--- config.mk ---
export PLATFORM = sky130hd
export DESIGN_NAME = uart_tx_frame_gen
export DESIGN_NICKNAME = d
export VERILOG_FILES = /design/src/rtl/uart_tx_frame_gen.sv
export SDC_FILE = /design/constraint.sdc
export NUM_CORES = 1
export LEC_CHECK = 0
export ABC_CLOCK_PERIOD_IN_PS = 4900
export BUFFER_PORTS_ARGS = -buffer_cell sky130_fd_sc_hd__buf_4
export CORE_MARGIN = 4
export CORE_UTILIZATION = 59
export DETAILED_ROUTE_END_ITERATION = 6
export PLACE_DENSITY_LB_ADDON = 0.15
export SLEW_MARGIN = 40
export SYNTH_ARGS = -nofsm -noshare
export SYNTH_HDL_FRONTEND = slang
export SYNTH_SLANG_ARGS = --single-unit
--- constraint.sdc ---
create_clock -name CLK -period 4.9 [get_ports CLK]
set_input_delay 0.245 -clock CLK [delete_from_list [all_inputs] [get_ports CLK]]
set_output_delay 0.245 -clock CLK [all_outputs]
set_load 0.02 [all_outputs]
--- src/rtl/uart_tx_frame_gen.sv ---
// UART transmit frame generator: start bit, LSB-first payload, optional parity, one or two stop bits.
// One bit per baud TICK; TX_OUT, BUSY and FRAME_DONE are registered and follow the state entered on each edge.
module uart_tx_frame_gen #(
  parameter int DATA_WIDTH = 8
) (
  input  logic                  CLK,
  input  logic                  RST,
  input  logic                  TICK,
  input  logic [DATA_WIDTH-1:0] P_DATA,
  input  logic                  DATA_VALID,
  input  logic                  PAR_EN,
  input  logic                  PAR_TYP,
  input  logic                  STOP2,
  output logic                  TX_OUT,
  output logic                  BUSY,
  output logic                  FRAME_DONE
);

  localparam int CNT_W = $clog2(DATA_WIDTH);
  localparam logic [CNT_W-1:0] LAST_BIT = CNT_W'(DATA_WIDTH - 1);

  typedef enum logic [2:0] {
    S_IDLE,
    S_WAIT,
    S_START,
    S_DATA,
    S_PARITY,
    S_STOP
  } state_t;

  state_t                r_state;
  logic [DATA_WIDTH-1:0] r_shift;
  logic [CNT_W-1:0]      r_bit_cnt;
  logic                  r_stop_cnt;
  logic                  r_par_en;
  logic                  r_stop2;
  logic                  r_parity;
  logic                  r_tx;
  logic                  r_busy;
  logic                  r_done;

  always_ff @(posedge CLK or posedge RST) begin
    if (RST) begin
      r_state    <= S_IDLE;
      r_shift    <= '0;
      r_bit_cnt  <= '0;
      r_stop_cnt <= 1'b0;
      r_par_en   <= 1'b0;
      r_stop2    <= 1'b0;
      r_parity   <= 1'b0;
      r_tx       <= 1'b1;
      r_busy     <= 1'b0;
      r_done     <= 1'b0;
    end else begin
      r_done <= 1'b0;
      case (r_state)
        S_IDLE: begin
          r_tx   <= 1'b1;
          r_busy <= 1'b0;
          if (DATA_VALID) begin
            // Frame options are frozen here so later input changes cannot corrupt the frame.
            r_shift  <= P_DATA;
            r_par_en <= PAR_EN;
            r_stop2  <= STOP2;
            r_parity <= ^P_DATA ^ PAR_TYP;
            r_busy   <= 1'b1;
            r_state  <= S_WAIT;
          end
        end
        S_WAIT: begin
          if (TICK) begin
            r_tx    <= 1'b0;
            r_state <= S_START;
          end
        end
        S_START: begin
          if (TICK) begin
            r_tx      <= r_shift[0];
            r_bit_cnt <= '0;
            r_state   <= S_DATA;
          end
        end
        S_DATA: begin
          if (TICK) begin
            if (r_bit_cnt == LAST_BIT) begin
              if (r_par_en) begin
                r_tx    <= r_parity;
                r_state <= S_PARITY;
              end else begin
                r_tx    <= 1'b1;
                r_state <= S_STOP;
              end
            end else begin
              r_shift   <= r_shift >> 1;
              r_tx      <= r_shift[1];
              r_bit_cnt <= r_bit_cnt + 1'b1;
            end
          end
        end
        S_PARITY: begin
          if (TICK) begin
            r_tx    <= 1'b1;
            r_state <= S_STOP;
          end
        end
        S_STOP: begin
          if (TICK) begin
            if (r_stop2 && !r_stop_cnt) begin
              r_stop_cnt <= 1'b1;
            end else begin
              r_stop_cnt <= 1'b0;
              r_bit_cnt  <= '0;
              r_busy     <= 1'b0;
              r_done     <= 1'b1;
              r_state    <= S_IDLE;
            end
          end
        end
        default: begin
          r_tx    <= 1'b1;
          r_busy  <= 1'b0;
          r_state <= S_IDLE;
        end
      endcase
    end
  end

  assign TX_OUT     = r_tx;
  assign BUSY       = r_busy;
  assign FRAME_DONE = r_done;

endmodule

==> flow_summary_export.csv, run 1 <==
group,metric,value,unit
status,status,"completed",
drt,routed_wl,2400,um
cts,clock_latency,0.30,ns
pwr,vdd_drop_max,0.000262,V
yosys,ys_types,37,
worst_setup_path,end_kind,"register",
cts,clkSinkCount,21,
global_route,overflow,0,
worst_setup_path,cp.arrival,2.26,ns
worst_setup_path,worst-path-buf-inv,0,
yosys,syn_avg_cell_area,10.1,sq um
placement,gp_congestion,0.777,
layout,regArea,527,sq um
layout,multiInputGateArea,592,sq um
pwr,comb_power_share,0.363,
yosys,ys_seq_area_frac,0.445,
pwr,powerDensity,441,nW/um^2
pwr,internal_power,0.379,mW
yosys,synth_top_area_frac,0.422,
sta,skew,0.00358,ns
yosys,ys_ff_latch,21,
layout,finalNonFillerCells,157,
run,max_cap_violations,0,
sta,fin_crit,2.07,ns
pwr,seqPwrFrac,0.496,
sta,tightest_slew,0.766,ns
cts,path_clk_slew,0.12,ns
die,die-area,2790,sq um
sta,slew_violations,0,
placement,dp_cells,152,
drt,avgViaCountPerCell,5.80,
global_route,antenna_found_initial,0,
global_route,grt_max_degree,22,
layout,post-route-util,0.736,
cts,cts-htree-levels,1,
cts,clockBufferDepth,2,
cts,cts_root_buf,"clkbuf_4",
placement,dp_hpwl,1760,um
sta,max_freq,484,MHz
sta,rsz0062_at_grt,"false",
cts,cts_inserted_buffers,3,
global_route,grt_pass1_wl,4170,um
die,design.core.area,1820,sq um
layout,fillers,139,
drt,initialDrtViolationCount,38,
yosys,yosys-top-cells-area,"dfrtp_1 (42%), mux2i_1 (6.8%), nor2_1 (4.4%), xnor2_1 (3.7%), o21ai_0 (3.0%)",
drt,drc_errors,0,
placement,portBuffers,17,
die,num_rows,15,
global_route,grt_pass1_vias,896,
sta,min_period_over_period,0.422,
sta,maxSlewHeadroom,0.486,
drt,wire_per_inst,15.3,um
yosys,syn_inst,117,
worst_setup_path,crit_slowest_cell,"dfrtp_1",
layout,syn2layout_area_growth,13.1,%
layout,drive_gt1_frac,0.227,
die,die_width,52.8,um
yosys,synth_edf_count,0,
yosys,netlist_area,1180,sq um
worst_hold_path,hold_class,"in2reg",
yosys,synth_ff_type,"dfrtp_1",
pwr,p_sw,0.213,mW
global_route,grtUsageTotal,0.206,
sta,tns,0,ns
sta,setup_violations,0,
worst_setup_path,cp.required,5.10,ns
drt,vias,911,
worst_setup_path,critPathKind,"reg2reg",
drt,dr.pass1.iters,5,
worst_setup_path,crit_family,"compound AO/OA/AOI/OAI gates",
worst_setup_path,crit_fanout,16,
worst_setup_path,cp_cell_sequence,"ha_1 -> ha_1 -> nand4b_1 -> a21oi_4 -> nor2b_1 -> a31o_2",
die,pin_count,18,
pwr,p_leak,0.598,nW
yosys,yosys.area.top_type,"dfrtp_1",
worst_setup_path,worst_path_most_repeated_cell,"ha_1",
die,start_util,0.651,
cts,cts_tree,"yes",
drt,final_antenna_net_count,0,
worst_setup_path,max_stage_delay,0.43,ns
pwr,switching_share,0.360,
die,fp.dieH,52.8,um
layout,nets,150,
sta,hold_viol,0,
pwr,p_clk_frac,0.141,
layout,n_antenna_cell,0,
yosys,yosys_warnings,0,
yosys,synth-async-reset-ratio,1.00,
worst_setup_path,critPathLaunchType,"register",
yosys,syn-num-nets,134,
## cell usage in the layout (no fill, tap or decap), types with 3 or more instances in the layout
master      n
a22oi_1     3
o2bb2ai_1   3
o31ai_1     3
mux2i_1     8
clkbuf_4    3
buf_4      17
nand2_1     5
a21oi_1     4
o22ai_1     3
a21oi_2     3
xnor2_1     5
nor2_1     14
dfrtp_1    20
mux2_2      3
o21ai_0     7
inv_1       6
## registers in the layout, indices dropped and copies added (netlist names)
signal      flops
r_bit_cnt       3
r_shift         8
FRAME_DONE      1
r_state         3
TX_OUT          1
r_par_en        1
r_stop2         1
r_stop_cnt      1
r_parity        1
BUSY            1
## layer usage
metal | track usage | share of wire
met3 | 0.0256 | 0.044
met4 | 0.0766 | 0.016
met2 | 0.329 | 0.49
met1 | 0.285 | 0.45
met5 | 0 | 0
## power by group through the flow
stage	combinational (mW)	clock, mW	sequential [mW]
detailed placement	0.215	0	0.296
CTS	0.216	0.0857	0.293
floorplan	0.166	0	0.284
finish	0.215	0.0834	0.293
global route	0.241	0.0926	0.303
global placement	0.203	0	0.291
## stage by stage
stage	setup slack (ns)	power [mW]	hold WS (ns)	instance area, sq um
3_3_place_gp	2.97	0.495	0.426	1300
6_report	2.83	0.591	0.176	1340
3_5_place_dp	2.87	0.511	0.445	1300
4_1_cts	2.84	0.594	0.104	1330
5_1_grt	2.74	0.636	0.175	1340
2_1_floorplan	3.14	0.451	0.221	1180
## cell families after synthesis
logic type	share of synthesized area
AO/OA/AOI/OAI	0.189
AND/OR/NAND/NOR	0.130
flip-flops	0.445
buffers and inverters	0.0560
multiplexers	0.0961
XOR/XNOR	0.0634
adder cells (fa/ha/maj)	0.0211
## synth_stat cells (all sizes together) (2+ instances only)
| cell | instances |
|---|---|
| nor2b | 2 |
| mux2 | 3 |
| inv | 7 |
| o31ai | 3 |
| buf | 5 |
| xnor2 | 5 |
| ha | 2 |
| nand2 | 5 |
| o21ai | 7 |
| dfrtp | 20 |
| a22oi | 3 |
| nor2 | 14 |
| o2bb2ai | 3 |
| clkbuf | 2 |
| nand3 | 2 |
| a21oi | 8 |
| mux2i | 8 |
| o22ai | 3 |
## what timing repair did
action                                 4_1_cts  5_1_grt
endpoints found under the hold margin        0       20
resized for setup                            0        0
buffers inserted                             0        0
hold buffers                                 0        1
setup endpoints to repair                    0        0
## final cells by class
class                           instances  share of cell area
Multi-Input combinational cell         82               0.442
Sequential cell                        21               0.393
Timing Repair Buffer                   18               0.103
Tap cell                               25              0.0233
Clock buffer                            4              0.0196
Inverter                                7              0.0196
## path summary, 6_finish.rpt
kind / from / endpoint / slack [ns] / cells past startpoint
worst min register to register: r_bit_cnt[1] / r_bit_cnt[1] / 0.53 / 1
max in group asynchronous: RST / TX_OUT / 3.99 / 3
min in group asynchronous: RST / r_bit_cnt[2] / 0.54 / 3
worst min-delay path: PAR_EN / r_par_en / 0.18 / 2
worst max register to register: r_bit_cnt[0] / r_shift[7] / 2.83 / 6
worst max-delay path: r_bit_cnt[0] / r_shift[7] / 2.83 / 6
No activity file was read; power rests on OpenSTA's default activity.
==> inputs of run 2 (changes only) <==
--- a/config.mk
+++ b/config.mk
@@ -5,10 +5,11 @@
 export SDC_FILE = /design/constraint.sdc
 export NUM_CORES = 1
 export LEC_CHECK = 0
-export ABC_CLOCK_PERIOD_IN_PS = 4900
+export ABC_AREA = 1
+export ABC_CLOCK_PERIOD_IN_PS = 1980
 export BUFFER_PORTS_ARGS = -buffer_cell sky130_fd_sc_hd__buf_4
 export CORE_MARGIN = 4
-export CORE_UTILIZATION = 59
+export CORE_UTILIZATION = 56
 export DETAILED_ROUTE_END_ITERATION = 6
 export PLACE_DENSITY_LB_ADDON = 0.15
 export SLEW_MARGIN = 40
==> constraint.sdc (replaced) <==
create_clock -name CLK -period 1.98 [get_ports CLK]
set_input_delay 0.099 -clock CLK [delete_from_list [all_inputs] [get_ports CLK]]
set_output_delay 0.099 -clock CLK [all_outputs]
set_load 0.02 [all_outputs]
==> run 2 against run 1 <==
  * Largest cell class unchanged
  * Clock power increased by 140%
  * Synthesized cell count rose by 56%
  * Combinational power rose to 4.4 times the previous value
==> flow_summary_export.csv, run 2 <==
group,metric,value,unit
drt,dr.pass1.iters,5,
cts,cts-htree-levels,1,
die,die_width,56.3,um
global_route,grtUsageTotal,0.182,
pwr,p_total,1.89,mW
sta,maxSlewHeadroom,0.715,
global_route,antenna_found_initial,0,
yosys,ys_seq_area_frac,0.404,
worst_setup_path,crit_fanout,16,
global_route,grt_pass1_wl,4530,um
sta,max_freq,602,MHz
die,start_util,0.590,
yosys,synth_edf_count,0,
cts,path_clk_slew,0.11,ns
die,design.core.area,2210,sq um
worst_setup_path,crit_slowest_cell,"dfrtp_1",
layout,syn2layout_area_growth,13.9,%
sta,slew_violations,0,
global_route,overflow,0,
global_route,grt_max_degree,22,
placement,dp_hpwl,2050,um
yosys,yosys-top-cells-area,"dfrtp_1 (38%), nand2_1 (18%), inv_1 (7.2%), o21ai_0 (5.8%), nand3_1 (5.4%)",
worst_setup_path,max_stage_delay,0.47,ns
yosys,synth-async-reset-ratio,1.00,
sta,hold_viol,0,
pwr,internal_power,1.04,mW
placement,dp_worst_setup_slack,0.361,ns
cts,cts_tree,"yes",
placement,gp_congestion,0.809,
pwr,comb_power_share,0.500,
yosys,yosys.area.top_type,"dfrtp_1",
sta,whs,0.00361,ns
worst_hold_path,hold_class,"in2reg",
yosys,ys_types,26,
worst_setup_path,critPathLaunchType,"register",
global_route,grt_pass1_vias,1059,
die,die-area,3170,sq um
pwr,p_leak,0.832,nW
sta,tns,0,ns
layout,nets,220,
cts,postCtsSetupBuffers,0,
die,pin_count,18,
drt,initialDrtViolationCount,31,
worst_setup_path,cp.arrival,1.89,ns
yosys,yosys_warnings,0,
drt,avgViaCountPerCell,5.13,
pwr,p_sw,0.846,mW
run,max_cap_violations,0,
yosys,synth_ff_type,"dfrtp_1",
sta,setup_violations,0,
sta,rsz0062_at_grt,"false",
placement,portBuffers,17,
layout,drive_gt1_frac,0.173,
yosys,syn-num-nets,199,
cts,cts_root_buf,"clkbuf_4",
layout,n_antenna_cell,0,
cts,clockBufferDepth,2,
sta,tightest_slew,0.428,ns
worst_setup_path,critPathKind,"reg2reg",
cts,clkSinkCount,21,
pwr,powerDensity,1270,nW/um^2
pwr,vdd_drop_max,0.000743,V
layout,top_register,"r_shift",
sta,fin_crit,1.66,ns
die,num_rows,17,
yosys,ys_ff_latch,21,
pwr,switching_share,0.448,
sta,skew,0.00283,ns
worst_setup_path,crit_family,"simple AND/OR/NAND/NOR gates",
yosys,synthTopCellsByCount,"nand2_1 (63), inv_1 (25), dfrtp_1 (20)",
worst_setup_path,cp_cell_sequence,"inv_2 -> nand2_4 -> nor2_8 -> nand2_2 -> a22oi_4 -> nand3_1 -> o21ai_0",
die,fp.dieH,56.3,um
layout,largest_reg_flops,8,
yosys,netlist_area,1310,sq um
yosys,syn_avg_cell_area,7.17,sq um
worst_setup_path,worst-path-buf-inv,1,
cts,cts_resized,0,
sta,min_period_over_period,0.838,
worst_setup_path,end_kind,"register",
status,status,"completed",
cts,clock_latency,0.30,ns
sta,worst_slack,0.320,ns
drt,routed_wl,2580,um
yosys,syn_inst,182,
drt,drc_errors,0,
layout,final_cell_mix,"nand2_1 (63), inv_1 (24), dfrtp_1 (20), buf_4 (17), o21ai_0 (15)",
drt,final_antenna_net_count,0,
drt,wire_per_inst,11.2,um
layout,final_common_cell,"nand2_1",
pwr,p_clk_frac,0.107,
worst_setup_path,cp.required,2.21,ns
pwr,seqPwrFrac,0.392,
drt,vias,1180,
cts,cts_inserted_buffers,3,
layout,reg.largest.list,"r_shift: 8 flops, r_bit_cnt: 3 flops, r_state: 3 flops",
yosys,synth_top_area_frac,0.384,
yosys,yosysMostFrequentCell,"nand2_1",
[run 2: final timing paths]
kind	slack [ns]	cells after the start	to	startpoint
max	0.32	7	r_shift[7]	r_state[2]
min	0.004	3	r_stop2	STOP2
max reg2reg	0.32	7	r_shift[7]	r_state[2]
min reg2reg	0.48	2	TX_OUT	TX_OUT
max in group asynchronous	1.31	3	TX_OUT	RST
min in group asynchronous	0.34	3	r_state[1]	RST
[run 2: per-stage QoR]
step / area [sq um] / std cells / util
after floorplan: 1310 / 182 / -
after global placement: 1440 / 224 / 0.651
after detailed placement: 1440 / 224 / 0.651
after CTS: 1490 / 230 / 0.672
after global routing: 1490 / 230 / 0.672
final: 1490 / 230 / 0.672
[run 2: what timing repair did]
item / 4_1_cts / 5_1_grt
endpoints found under the setup margin: 0 / 0
hold buffers: 2 / 0
endpoints found under the hold margin: 21 / 0
[run 2: worst reg2reg max path, stage by stage (launching register included)]
cell and delay, ns:
dfrtp_1 0.47, inv_2 0.15, nand2_4 0.09, nor2_8 0.19, nand2_2 0.11, a22oi_4 0.36
nand3_1 0.12, o21ai_0 0.09
[run 2: cell families (layout without fill, tap and decap cells)]
kind of cell / Yosys count / in the layout / synth area share
AND/OR/NAND/NOR: 97 / 97 / 0.325
buffers and inverters: 31 / 51 / 0.102
AO/OA/AOI/OAI: 30 / 30 / 0.144
flip-flops: 21 / 21 / 0.404
adder cells (fa/ha/maj): 2 / 2 / 0.0192
XOR/XNOR: 1 / 1 / 0.00671
[run 2: area by class of cell]
| type | instances | area, sq um |
|---|---|---|
| fill | 194 | 726 |
| multi-input combinational | 130 | 646 |
| sequential | 21 | 527 |
| timing repair buffer | 19 | 148 |
| tap | 28 | 35.0 |
| inverter | 28 | 105 |
| clock buffer | 4 | 26.3 |
[run 2: routing by layer]
metal,vias to the layer above,wire [um],part of all wire,track usage
met4,0,65,0.025,0.0881
met2,24,1250,0.48,0.311
met5,-,0,0,0
met1,538,1170,0.45,0.221
met3,7,96,0.037,0.0299
li1,611,-,-,-
[run 2: power by group through the flow]
| stage | clock [mW] | sequential (mW) | combinational (mW) |
|---|---|---|---|
| 2_1_floorplan | 0 | 0.729 | 0.777 |
| 3_3_place_gp | 0 | 0.743 | 0.912 |
| 3_5_place_dp | 0 | 0.750 | 0.936 |
| 4_1_cts | 0.203 | 0.738 | 0.946 |
| 5_1_grt | 0.240 | 0.761 | 1.07 |
| 6_report | 0.202 | 0.740 | 0.944 |
==> inputs of run 3 (changes only) <==
--- a/config.mk
+++ b/config.mk
@@ -6,7 +6,7 @@
 export NUM_CORES = 1
 export LEC_CHECK = 0
 export ABC_AREA = 1
-export ABC_CLOCK_PERIOD_IN_PS = 1980
+export ABC_CLOCK_PERIOD_IN_PS = 1700
 export BUFFER_PORTS_ARGS = -buffer_cell sky130_fd_sc_hd__buf_4
 export CORE_MARGIN = 4
 export CORE_UTILIZATION = 56
==> constraint.sdc (replaced) <==
create_clock -name CLK -period 1.7 [get_ports CLK]
set_input_delay 0.085 -clock CLK [delete_from_list [all_inputs] [get_ports CLK]]
set_output_delay 0.085 -clock CLK [all_outputs]
set_load 0.02 [all_outputs]
==> run 3 against run 2 <==
  * Non-clock buffer count increased by 7
  * First-iteration DRC count decreased by 13%
  * Fmax increased by 4.4%
  * Cell count increased by 3.0%
  * Setup slack got worse by 0.21 ns
==> flow_summary_export.csv, run 3 (synthesized netlist as in run 2, its figures left out) <==
group,metric,value,unit
sta,slew_violations,0,
cts,cts-htree-levels,1,
pwr,p_leak,0.872,nW
global_route,use_met2,0.317,
sta,min_period_over_period,0.936,
worst_hold_path,hold_class,"in2reg",
pwr,p_total,2.30,mW
die,pin_count,18,
sta,skew,0.00744,ns
die,num_rows,17,
layout,n_antenna_cell,0,
die,fp.dieH,56.3,um
global_route,grtUsageMet3,0.0253,
drt,avgViaCountPerCell,5.05,
layout,final_common_cell,"nand2_1",
drt,drc_errors,0,
cts,cts_inserted_buffers,3,
sta,max_freq,629,MHz
global_route,grt_pass1_wl,4620,um
pwr,comb_power_share,0.523,
pwr,p_sw,1.00,mW
global_route,grt_use_met1,0.223,
layout,largest_reg_flops,8,
drt,initialDrtViolationCount,27,
global_route,overflow,0,
drt,wire_per_inst,11.3,um
pwr,vdd_drop_max,0.000794,V
global_route,antenna_found_initial,0,
sta,setup_violations,0,
global_route,top_usage_layer,"met2",
drt,dr.pass1.iters,4,
worst_setup_path,end_kind,"register",
cts,cts_resized,0,
cts,clockBufferDepth,2,
layout,final_cell_mix,"nand2_1 (63), inv_1 (25), buf_4 (22), dfrtp_1 (20), o21ai_0 (15)",
pwr,p_clk_frac,0.100,
layout,reg.largest.list,"r_shift: 8 flops, r_bit_cnt: 3 flops, r_state: 3 flops",
placement,dp_hpwl,2070,um
sta,tightest_slew,0.255,ns
cts,cts_tree,"yes",
layout,drive_gt1_frac,0.191,
cts,clock_latency,0.30,ns
global_route,grt_pass1_vias,1109,
pwr,internal_power,1.30,mW
drt,routed_wl,2690,um
global_route,grtUsageTotal,0.181,
die,die_width,56.3,um
sta,hold_viol,0,
pwr,switching_share,0.435,
layout,post-route-util,0.702,
worst_setup_path,cp.arrival,1.81,ns
layout,nets,227,
pwr,powerDensity,1480,nW/um^2
worst_setup_path,cp.required,1.92,ns
worst_setup_path,critPathLaunchType,"register",
status,status,"completed",
die,design.core.area,2210,sq um
layout,syn2layout_area_growth,19.1,%
drt,final_antenna_net_count,0,
placement,portBuffers,17,
worst_setup_path,ff2ff_setup_slack,0.11,ns
worst_setup_path,critPathKind,"reg2reg",
sta,fin_crit,1.59,ns
layout,top_register,"r_shift",
die,start_util,0.590,
die,die-area,3170,sq um
cts,path_clk_slew,0.10,ns
worst_setup_path,crit_fanout,16,
placement,gp_congestion,0.808,
run,max_cap_violations,0,
global_route,grt_max_degree,22,
pwr,seqPwrFrac,0.376,
cts,cts_root_buf,"clkbuf_4",
drt,vias,1196,
cts,clkSinkCount,21,
sta,maxSlewHeadroom,0.828,
[run 3: layer usage]
metal | vias to the layer above | wire length, um
li1 | 623 | -
met4 | 0 | 56
met3 | 4 | 82
met2 | 23 | 1310
met1 | 546 | 1240
met5 | - | 0
[run 3: timing repair]
| action | CTS | global route |
|---|---|---|
| endpoints found under the hold margin | 22 | 0 |
| hold buffers | 3 | 0 |
| setup buffers | 0 | 5 |
| setup endpoints to repair | 0 | 8 |
[run 3: layout make-up]
type | instances | area, sq um
Multi-Input combinational cell | 130 | 646
Tap cell | 28 | 35.0
Sequential cell | 21 | 527
Inverter | 28 | 105
Clock buffer | 4 | 26.3
Timing Repair Buffer | 26 | 215
Fill cell | 180 | 658
[run 3: metrics by stage]
| stage | cell area (sq um) | cells | setup TNS (ns) | hold WS [ns] | setup slack [ns] |
|---|---|---|---|---|---|
| after floorplan | 1310 | 182 | 0 | 0.0608 | 0.289 |
| after global placement | 1450 | 225 | 0 | 0.132 | 0.161 |
| after detailed placement | 1450 | 225 | 0 | 0.139 | 0.0705 |
| after CTS | 1500 | 232 | 0 | 0.0427 | 0.0414 |
| after global routing | 1550 | 237 | -0.00860 | 0.0675 | -0.00626 |
| final | 1550 | 237 | 0 | 0.0391 | 0.109 |
[run 3: critical path, cell delays in order (launching register included)]
cell     delay, ns
dfrtp_1       0.48
inv_2         0.15
nand2_4       0.09
nor2_8        0.19
nand2_2       0.11
a22oi_4       0.18
buf_12        0.16
nor2_1        0.05
a21oi_1       0.10
[run 3: power by group through the flow]
stage / registers, mW / clock network, mW / logic [mW]
after floorplan: 0.849 / 0 / 0.904
after global placement: 0.866 / 0 / 1.06
after detailed placement: 0.875 / 0 / 1.09
after CTS: 0.862 / 0.234 / 1.11
after global routing: 0.892 / 0.268 / 1.37
final: 0.867 / 0.231 / 1.21
[run 3: final timing paths]
| check | startpoint | endpoint | cells past startpoint |
|---|---|---|---|
| max | r_state[2] | r_shift[0] | 8 |
| min | P_DATA[7] | r_shift[7] | 3 |
| max reg2reg | r_state[2] | r_shift[0] | 8 |
| min reg2reg | BUSY | BUSY | 2 |
| max in group asynchronous | RST | TX_OUT | 4 |
| min in group asynchronous | RST | r_shift[6] | 4 |
